`src/rtl/subtrator_serial_pkg.sv`:
```
// Shared definitions for the bit-serial subtractor.
//   state_t        : FSM encoding (IDLE, LOAD, SHIFT, FIN)
//   SUB_WIDTH      : default operand/result width used by the top-level wiring
package subtrator_serial_pkg;

   typedef enum logic [1:0] {
      IDLE  = 2'd0,
      LOAD  = 2'd1,
      SHIFT = 2'd2,
      FIN   = 2'd3
   } state_t;

   localparam int SUB_WIDTH = 4;

endpackage

```
`src/rtl/subtrator_serial_sub.sv`:
```
// subtrator1bit: combinational full subtractor, d = a - b - bin.
// Ports:
//   a, b  in  minuend / subtrahend bit
//   bin   in  borrow in
//   d     out difference bit
//   bout  out borrow out
module subtrator1bit (
   input  logic a,
   input  logic b,
   input  logic bin,
   output logic d,
   output logic bout
);

   assign d    = a ^ b ^ bin;
   // Borrow when a < b, or when a == b and a borrow is already pending.
   assign bout = (~a & b) | (~(a ^ b) & bin);

endmodule

```
`src/rtl/subtrator_serial.sv`:
```
// subtrator_serial: bit-serial N-bit subtractor, D = A - B, LSB first.
// One bit per SHIFT cycle through a single subtrator1bit stage and a
// one-bit borrow register. D drives the board's hex decoder path and
// BORROW drives an LED; that wiring lives in the board top.
//
// Optional feature macro: SUBTRATOR_SIGNED_EN
//   defined   : OVF reports signed overflow of the finished subtraction
//   undefined : OVF is tied to 0 (port list unchanged)
//
// Ports:
//   CLOCK_50  in   system clock, rising edge
//   RST       in   synchronous active-high reset
//   START     in   request, honoured only in IDLE
//   A, B      in   operands, captured when START is accepted
//   BUSY      out  high in LOAD and SHIFT
//   DONE      out  one-cycle pulse in FIN
//   D         out  A - B mod 2^N, held until the next result
//   BORROW    out  1 iff unsigned A < B, held with D
//   OVF       out  signed overflow flag
//
// Handshake: START is sampled on a rising edge only while in IDLE; once
// accepted, further START pulses are ignored (not queued) until the FSM is
// back in IDLE. DONE marks the single cycle in which D/BORROW/OVF first hold
// the new result.
module subtrator_serial
   import subtrator_serial_pkg::*;
#(
   parameter int N = SUB_WIDTH
) (
   input  logic         CLOCK_50,
   input  logic         RST,
   input  logic         START,
   input  logic [N-1:0] A,
   input  logic [N-1:0] B,
   output logic         BUSY,
   output logic         DONE,
   output logic [N-1:0] D,
   output logic         BORROW,
   output logic         OVF
);

   localparam int CW = (N > 1) ? $clog2(N) : 1;
   localparam logic [CW-1:0] CNT_LAST = CW'(N - 1);

   state_t        state, state_next;
   logic [N-1:0]  a_r, b_r, res;
   logic          bw;
   logic [CW-1:0] cnt;
   logic          d_bit, bout_bit;
   logic [N-1:0]  res_shift;
   logic          last_bit;

   subtrator1bit u_sub (
      .a    (a_r[0]),
      .b    (b_r[0]),
      .bin  (bw),
      .d    (d_bit),
      .bout (bout_bit)
   );

   assign res_shift = {d_bit, res[N-1:1]};
   assign last_bit  = (cnt == CNT_LAST);

   // Next-state logic.
   always_comb begin
      state_next = state;
      case (state)
         IDLE:    if (START) state_next = LOAD;
         LOAD:    state_next = SHIFT;
         SHIFT:   if (last_bit) state_next = FIN;
         FIN:     state_next = IDLE;
         default: state_next = IDLE;
      endcase
   end

   assign BUSY = (state == LOAD) || (state == SHIFT);
   assign DONE = (state == FIN);

   always_ff @(posedge CLOCK_50) begin
      if (RST) begin
         state <= IDLE;
      end else begin
         state <= state_next;
      end
   end

   // Datapath. Operands are captured on the accepting edge so that A/B may
   // change freely while the operation runs; LOAD then clears the
   // accumulation state before the first SHIFT.
   always_ff @(posedge CLOCK_50) begin
      if (RST) begin
         a_r    <= '0;
         b_r    <= '0;
         res    <= '0;
         bw     <= 1'b0;
         cnt    <= '0;
         D      <= '0;
         BORROW <= 1'b0;
      end else begin
         case (state)
            IDLE: begin
               if (START) begin
                  a_r <= A;
                  b_r <= B;
               end
            end
            LOAD: begin
               bw  <= 1'b0;
               cnt <= '0;
               res <= '0;
            end
            SHIFT: begin
               res <= res_shift;
               a_r <= a_r >> 1;
               b_r <= b_r >> 1;
               bw  <= bout_bit;
               cnt <= cnt + 1'b1;
               // Results are published only on the final bit, so outputs
               // never show a partially shifted value.
               if (last_bit) begin
                  D      <= res_shift;
                  BORROW <= bout_bit;
               end
            end
            default: ;
         endcase
      end
   end

`ifdef SUBTRATOR_SIGNED_EN
   // Operand sign bits are kept separately because a_r/b_r are shifted out.
   logic a_msb, b_msb;
   logic ovf_r;

   always_ff @(posedge CLOCK_50) begin
      if (RST) begin
         a_msb <= 1'b0;
         b_msb <= 1'b0;
         ovf_r <= 1'b0;
      end else begin
         if (state == IDLE && START) begin
            a_msb <= A[N-1];
            b_msb <= B[N-1];
         end
         // On the last bit d_bit is the result's sign bit.
         if (state == SHIFT && last_bit) begin
            ovf_r <= (a_msb ^ b_msb) & (a_msb ^ d_bit);
         end
      end
   end

   assign OVF = ovf_r;
`else
   assign OVF = 1'b0;
`endif

endmodule
```
`config.mk`:
```
export PLATFORM = sky130hd
export DESIGN_NAME = subtrator_serial
export DESIGN_NICKNAME = d
export VERILOG_FILES = /design/src/rtl/subtrator_serial_pkg.sv /design/src/rtl/subtrator_serial_sub.sv /design/src/rtl/subtrator_serial.sv
export SDC_FILE = /design/constraint.sdc
export NUM_CORES = 1
export LEC_CHECK = 0
export ABC_AREA = 0
export BUFFER_PORTS_ARGS = -buffer_cell sky130_fd_sc_hd__buf_2
export CORE_MARGIN = 8
export CORE_UTILIZATION = 53
export DETAILED_ROUTE_END_ITERATION = 7
export MAX_ROUTING_LAYER = met4
export PLACE_DENSITY = 0.89
export SYNTH_ARGS = -nofsm -noshare
export SYNTH_HDL_FRONTEND = slang
export SYNTH_HIERARCHICAL = 1
export SYNTH_SLANG_ARGS = --single-unit
```
`constraint.sdc`:
```
create_clock -name CLOCK_50 -period 2.05 [get_ports CLOCK_50]
set_clock_uncertainty 0.15 [all_clocks]
set_input_delay 0.3075 -clock CLOCK_50 [delete_from_list [all_inputs] [get_ports CLOCK_50]]
set_output_delay 0.3075 -clock CLOCK_50 [all_outputs]
set_load 0.01 [all_outputs]
```
==> flow_summary_export.csv, run 1 <==
group,metric,value,unit
run_status,status,"complete, no violations",
clock_tree,clock_latency,0.31,ns
setup_path,path_cells,"inv_1 > ha_2 > buf_2",
global_routing,grt-ovfl-total,0,
sta,tns,0,ns
power,clock_power_share,15.3,%
floorplanning,die_area,0.00355,mm²
synth,synthDistinctLibCells,22,
place,hpwl,1.36,mm
synth,synth_warnings,6,
setup_path,cp_max_fo,14,
clock_tree,numCtsBuffers,3,
sta,hold_violations,0,
clock_tree,ctsHoldBuffers,0,
synth,synth_top_area_cell,"dfxtp_1",
global_routing,grt_pass1_wl,3.10,mm
setup_path,max_stage_delay,0.45,ns
floorplanning,rows,15,
clock_tree,cts_setup_buffers,0,
synth,syn-num-nets,124,
clock_tree,root_buffer,"clkbuf_4",
synth,synth_ff_type,"dfxtp_1",
power,power_switching,0.515,mW
sta,period_needed,1.88,ns
detailed_routing,wire_per_inst,12.4,µm
setup_path,start_kind,"flip-flop",
power,ir_drop,0.750,mV
detailed_routing,vias_per_cell,5.09,
setup_path,cp_data_required_time,1.59,ns
detailed_routing,ant_nets,0,
cells_and_area,fin_nets,141,
power,power_frac_seq,40.1,%
synth,ys_ff_latch,21,
power,p_sw_share,38.1,%
setup_path,cpMaxStageDelayCell,"ha_2",
clock_tree,clk_path_buf_depth,2,
setup_path,critPathTopFamily,"adder cells",
synth,syn-cell-area,0.00100,mm²
sta,whs,0.196,ns
global_routing,grt_pass1_vias,723,
clock_tree,clkTransAtPathRegs,0.12,ns
synth,async_reset_ff_share,0,%
clock_tree,htreeDepth,1,
sta,min_period_over_period,91.8,%
power,cellPowerDensity,1210,mW/mm²
setup_path,critPathBufInv,2,
power,cellInternalPower,0.836,mW
synth,synth.area.top_cells,"dfxtp_1 42%, mux2i_1 8.0%, a211oi_2 7.5%, a21oi_1 6.5%, ha_1 6.2%",
global_routing,antenna_found_initial,0,
setup_path,endpoint_kind,"primary output",
clock_tree,cts_tree,"yes",
synth,synth_cells,107,
power,p_leak,0.451,nW
synth,avgSynthCellArea,9.39,µm²
floorplanning,dieWidth,59.5,µm
sta,fmax,531,MHz
detailed_routing,drc,0,
worst_hold_path,hold_path_depth,4,
floorplanning,start_util,57.0,%
worst_hold_path,hold_class,"in2reg",
setup_path,r2r_cells,6,
place,gp_congestion,0.812,
cells_and_area,n_fill_cell,158,
floorplanning,ioPinCount,19,
cells_and_area,syn_to_final_growth,11.5,%
place,io_buffers,17,
cells_and_area,diodes,0,
synth,yosys.area.top_type_share,41.8,%
floorplanning,coreArea,0.00176,mm²
power,pwr-share-comb,44.6,%
synth,synth-edff-count,0,
setup_path,worst-path-stages,3,
cells_and_area,drive_gt1_share,26.0,%
setup_path,critPathArrivalTime,1.42,ns
synth,yosysMostFrequentCell,"dfxtp_1",
sta,setup_viol,0,
sta,slew_violations,0,
global_routing,track_usage,11.4,%
floorplanning,die_y,59.5,µm
clock_tree,cts_resized,0,
detailed_routing,dr.pass1.iters,4,
detailed_routing,routed_wl,1.84,mm
synth,synth_seq_area_share,41.8,%
detailed_routing,dr_total_vias,753,
synth,synth_common_cells,"21 x dfxtp_1, 13 x a21oi_1, 10 x nand3_1",
sta,rsz0062_at_grt,"no",
clock_tree,clock_sinks,21,
setup_path,critical_path_class,"reg2out",
global_routing,grt_max_degree,22,
job,cap_violations,0,
detailed_routing,drt_iter0_drc,13,
-- worst paths after layout --
| path | slack (ns) | end | start |
|---|---|---|---|
| max | 0.17 | BUSY | state[1] |
| min | 0.20 | b_r[3] | B[3] |
| max reg2reg | 0.43 | state[1] | state[0] |
| min reg2reg | 0.31 | BORROW | BORROW |
-- cells by family (layout without fill, tap and decap cells) --
kind of cell,count (synthesis),count (layout),share of synthesized area (%)
adder cells (fa/ha/maj),6,6,8.22
multiplexers,9,9,9.46
buffers and inverters,12,28,6.48
other,1,1,0.373
AND/OR/NAND/NOR,38,38,18.7
AO/OA/AOI/OAI,20,20,14.9
flip-flops,21,21,41.8
-- layout make-up --
class / count / area (µm²) / share of cell area [%]
clock inverters: 1 / 5.00 / 0.447
multi-input cells: 74 / 522 / 46.6
well taps: 25 / 31.3 / 2.79
clock buffers: 3 / 22.5 / 2.01
inverters: 5 / 18.8 / 1.68
repair buffers: 19 / 100 / 8.94
flip-flops and latches: 21 / 420 / 37.5
-- cell usage in the layout, fill, tap and decap left out --
master    instances
nor3_1            1
dfxtp_1          21
mux2i_1           8
buf_4             2
inv_1             5
a21oi_1          13
clkbuf_4          3
nor2b_1           2
nand2_1           6
ha_1              4
and3_1            1
o21ba_2           1
nand2b_1          8
a211oi_2          6
conb_1            1
nand3b_1          1
nand3_1          10
clkinv_2          1
nor2_1            9
ha_2              1
buf_2            17
mux2_4            1
fa_1              1
-- sequential cells by signal, indices dropped and copies added, names as in the netlist --
signal / flops
res: 3
state: 2
b_r: 4
bw: 1
D: 4
cnt: 2
BORROW: 1
a_r: 4
-- tightest hold or removal path, cell delays in order --
cell,delay (ns)
buf_2,0.07
nor2b_1,0.11
mux2i_1,0.07
nor2_1,0.07
-- per-layer routing --
layer / part of all wire [%] / wire length, µm / track usage [%]
met5: 0 / 0 / -
met4: 2.4 / 44 / 6.12
met3: 5.1 / 93 / 1.74
met2: 47 / 866 / 18.8
met1: 45 / 837 / 12.9
-- through the flow --
stage	setup slack (ns)	power, mW	cell area [µm²]	std cells	utilization [%]
2_1_floorplan	0.426	1.06	1000	107	-
3_3_place_gp	0.523	1.11	1090	144	61.8
3_5_place_dp	0.449	1.14	1090	144	61.8
4_1_cts	0.0894	1.35	1120	148	63.3
5_1_grt	0.0616	1.44	1120	148	63.5
6_report	0.168	1.35	1120	148	63.5
-- power groups by stage --
stage | clock network (mW) | registers (mW) | logic [mW]
finish | 0.207 | 0.541 | 0.602
global route | 0.223 | 0.553 | 0.661
CTS | 0.212 | 0.542 | 0.593
detailed placement | 0 | 0.552 | 0.587
global placement | 0 | 0.543 | 0.570
floorplan | 0 | 0.537 | 0.520
Power figures use the tool's default switching activity.
==> inputs of run 2 (changes only) <==
--- a/config.mk
+++ b/config.mk
@@ -8,10 +8,10 @@
 export ABC_AREA = 0
 export BUFFER_PORTS_ARGS = -buffer_cell sky130_fd_sc_hd__buf_2
 export CORE_MARGIN = 8
-export CORE_UTILIZATION = 53
+export CORE_UTILIZATION = 45
 export DETAILED_ROUTE_END_ITERATION = 7
 export MAX_ROUTING_LAYER = met4
-export PLACE_DENSITY = 0.89
+export PLACE_DENSITY = 0.79
 export SYNTH_ARGS = -nofsm -noshare
 export SYNTH_HDL_FRONTEND = slang
 export SYNTH_HIERARCHICAL = 1
==> run 2 against run 1 <==
Effect of this change: flip-flop and latch count did not move; global-route usage is 0.97 points lower; register-to-register slack barely moved; clock-buffer cell count unchanged; sequential share of layout area is essentially flat; final cell count grew 2.0%; core utilization shrank 12 points; wire length increased by 3.6%; via count grew 2.9%; clock power is essentially flat; combinational power hardly changed; largest cell class unchanged; largest power group unchanged.
==> flow_summary_export.csv, run 2 (synthesized netlist as in run 1, its figures left out) <==
group,metric,value,unit
floorplanning,start_util,46.3,%
detailed_routing,dr_total_vias,775,
setup_path,critPathArrivalTime,1.49,ns
global_routing,grt.met2_usage,18.6,%
sta,hold_violations,0,
setup_path,endpoint_kind,"primary output",
power,clock_power_share,15.5,%
sta,rsz0062_at_grt,"no",
power,p_leak,0.452,nW
floorplanning,coreArea,0.00217,mm²
global_routing,antenna_found_initial,0,
global_routing,grt_pass1_wl,3.35,mm
global_routing,met3_usage,2.47,%
place,gp_congestion,0.746,
power,cellPowerDensity,1210,mW/mm²
floorplanning,die_y,63.3,µm
sta,whs,0.197,ns
clock_tree,clock_sinks,21,
clock_tree,clk_path_buf_depth,2,
global_routing,grt_pass1_vias,820,
setup_path,cp_max_fo,14,
power,p_sw_share,38.6,%
detailed_routing,drc,0,
worst_hold_path,hold_class,"in2reg",
floorplanning,ioPinCount,19,
place,dp_cells,147,
cells_and_area,drive_gt1_share,25.2,%
sta,setup_viol,0,
cells_and_area,layoutNonFillerInstCount,151,
cells_and_area,n_fill_cell,223,
sta,slew_violations,0,
floorplanning,dieWidth,63.3,µm
cells_and_area,reg_top3,"D x4, a_r x4, b_r x4",
clock_tree,cts_tree,"yes",
run_status,status,"complete, no violations",
setup_path,cp_data_required_time,1.59,ns
clock_tree,ctsHoldBuffers,0,
place,hpwl,1.43,mm
clock_tree,cts_resized,0,
detailed_routing,vias_per_cell,5.13,
cells_and_area,fin_nets,141,
global_routing,track_usage,10.4,%
setup_path,r2r_slack,0.44,ns
cells_and_area,diodes,0,
power,power_switching,0.523,mW
cells_and_area,final_core_util,51.7,%
global_routing,grt_most_used_layer,"met2",
floorplanning,rows,17,
sta,period_needed,1.94,ns
sta,fmax,514,MHz
place,io_buffers,17,
power,pwr-share-comb,44.7,%
setup_path,critical_path_class,"reg2out",
sta,tns,0,ns
setup_path,start_kind,"flip-flop",
job,cap_violations,0,
power,cellInternalPower,0.830,mW
detailed_routing,ant_nets,0,
global_routing,grt_max_degree,22,
cells_and_area,final_common_cell,"dfxtp_1",
clock_tree,clock_latency,0.32,ns
clock_tree,cts_setup_buffers,0,
cells_and_area,syn_to_final_growth,11.6,%
detailed_routing,routed_wl,1.91,mm
cells_and_area,final_cell_mix,"21 x dfxtp_1, 17 x buf_2, 13 x a21oi_1",
clock_tree,htreeDepth,1,
clock_tree,root_buffer,"clkbuf_4",
power,power_frac_seq,39.8,%
detailed_routing,dr.pass1.iters,4,
floorplanning,die_area,0.00400,mm²
detailed_routing,wire_per_inst,12.6,µm
power,ir_drop,0.571,mV
global_routing,grt-ovfl-total,0,
global_routing,use_met1,10.2,%
sta,min_period_over_period,94.9,%
clock_tree,clkTransAtPathRegs,0.12,ns
detailed_routing,drt_iter0_drc,9,
clock_tree,numCtsBuffers,3,
[run 2: cell type report]
| type | instances | area [µm²] | share of cell area (%) |
|---|---|---|---|
| clock buffers | 3 | 22.5 | 2.01 |
| clock inverters | 1 | 5.00 | 0.446 |
| inverters | 5 | 18.8 | 1.67 |
| multi-input cells | 74 | 519 | 46.3 |
| flip-flops and latches | 21 | 420 | 37.5 |
| well taps | 28 | 35.0 | 3.12 |
| repair buffers | 19 | 100 | 8.93 |
[run 2: worst max-delay path: stages (launching register included)]
cell and delay [ns]:
dfxtp_1 0.40, inv_1 0.08, ha_1 0.48, buf_2 0.20
[run 2: power groups by stage]
stage / Clock, mW / Sequential [mW] / Combinational, mW
after global placement: 0 / 0.542 / 0.573
after global routing: 0.224 / 0.552 / 0.672
after floorplan: 0 / 0.537 / 0.520
after detailed placement: 0 / 0.549 / 0.607
after CTS: 0.208 / 0.540 / 0.611
final: 0.210 / 0.538 / 0.604
[run 2: final timing paths]
check | start | endpoint | depth (start not counted)
max | state[1] | BUSY | 3
min | A[3] | a_r[3] | 4
max reg2reg | state[0] | state[1] | 6
min reg2reg | D[2] | D[2] | 2
[run 2: metal layers]
layer,up-vias,routed length [µm]
met5,-,0
met4,0,41
met3,5,65
met2,15,979
met1,361,821
li1,394,-
[run 2: through the flow]
stage	area (µm²)	setup WS (ns)	power, mW
after detailed placement	1090	0.457	1.16
after global placement	1090	0.520	1.12
after CTS	1120	0.0955	1.36
final	1120	0.105	1.35
after floorplan	1000	0.426	1.06
after global routing	1120	0.0153	1.45
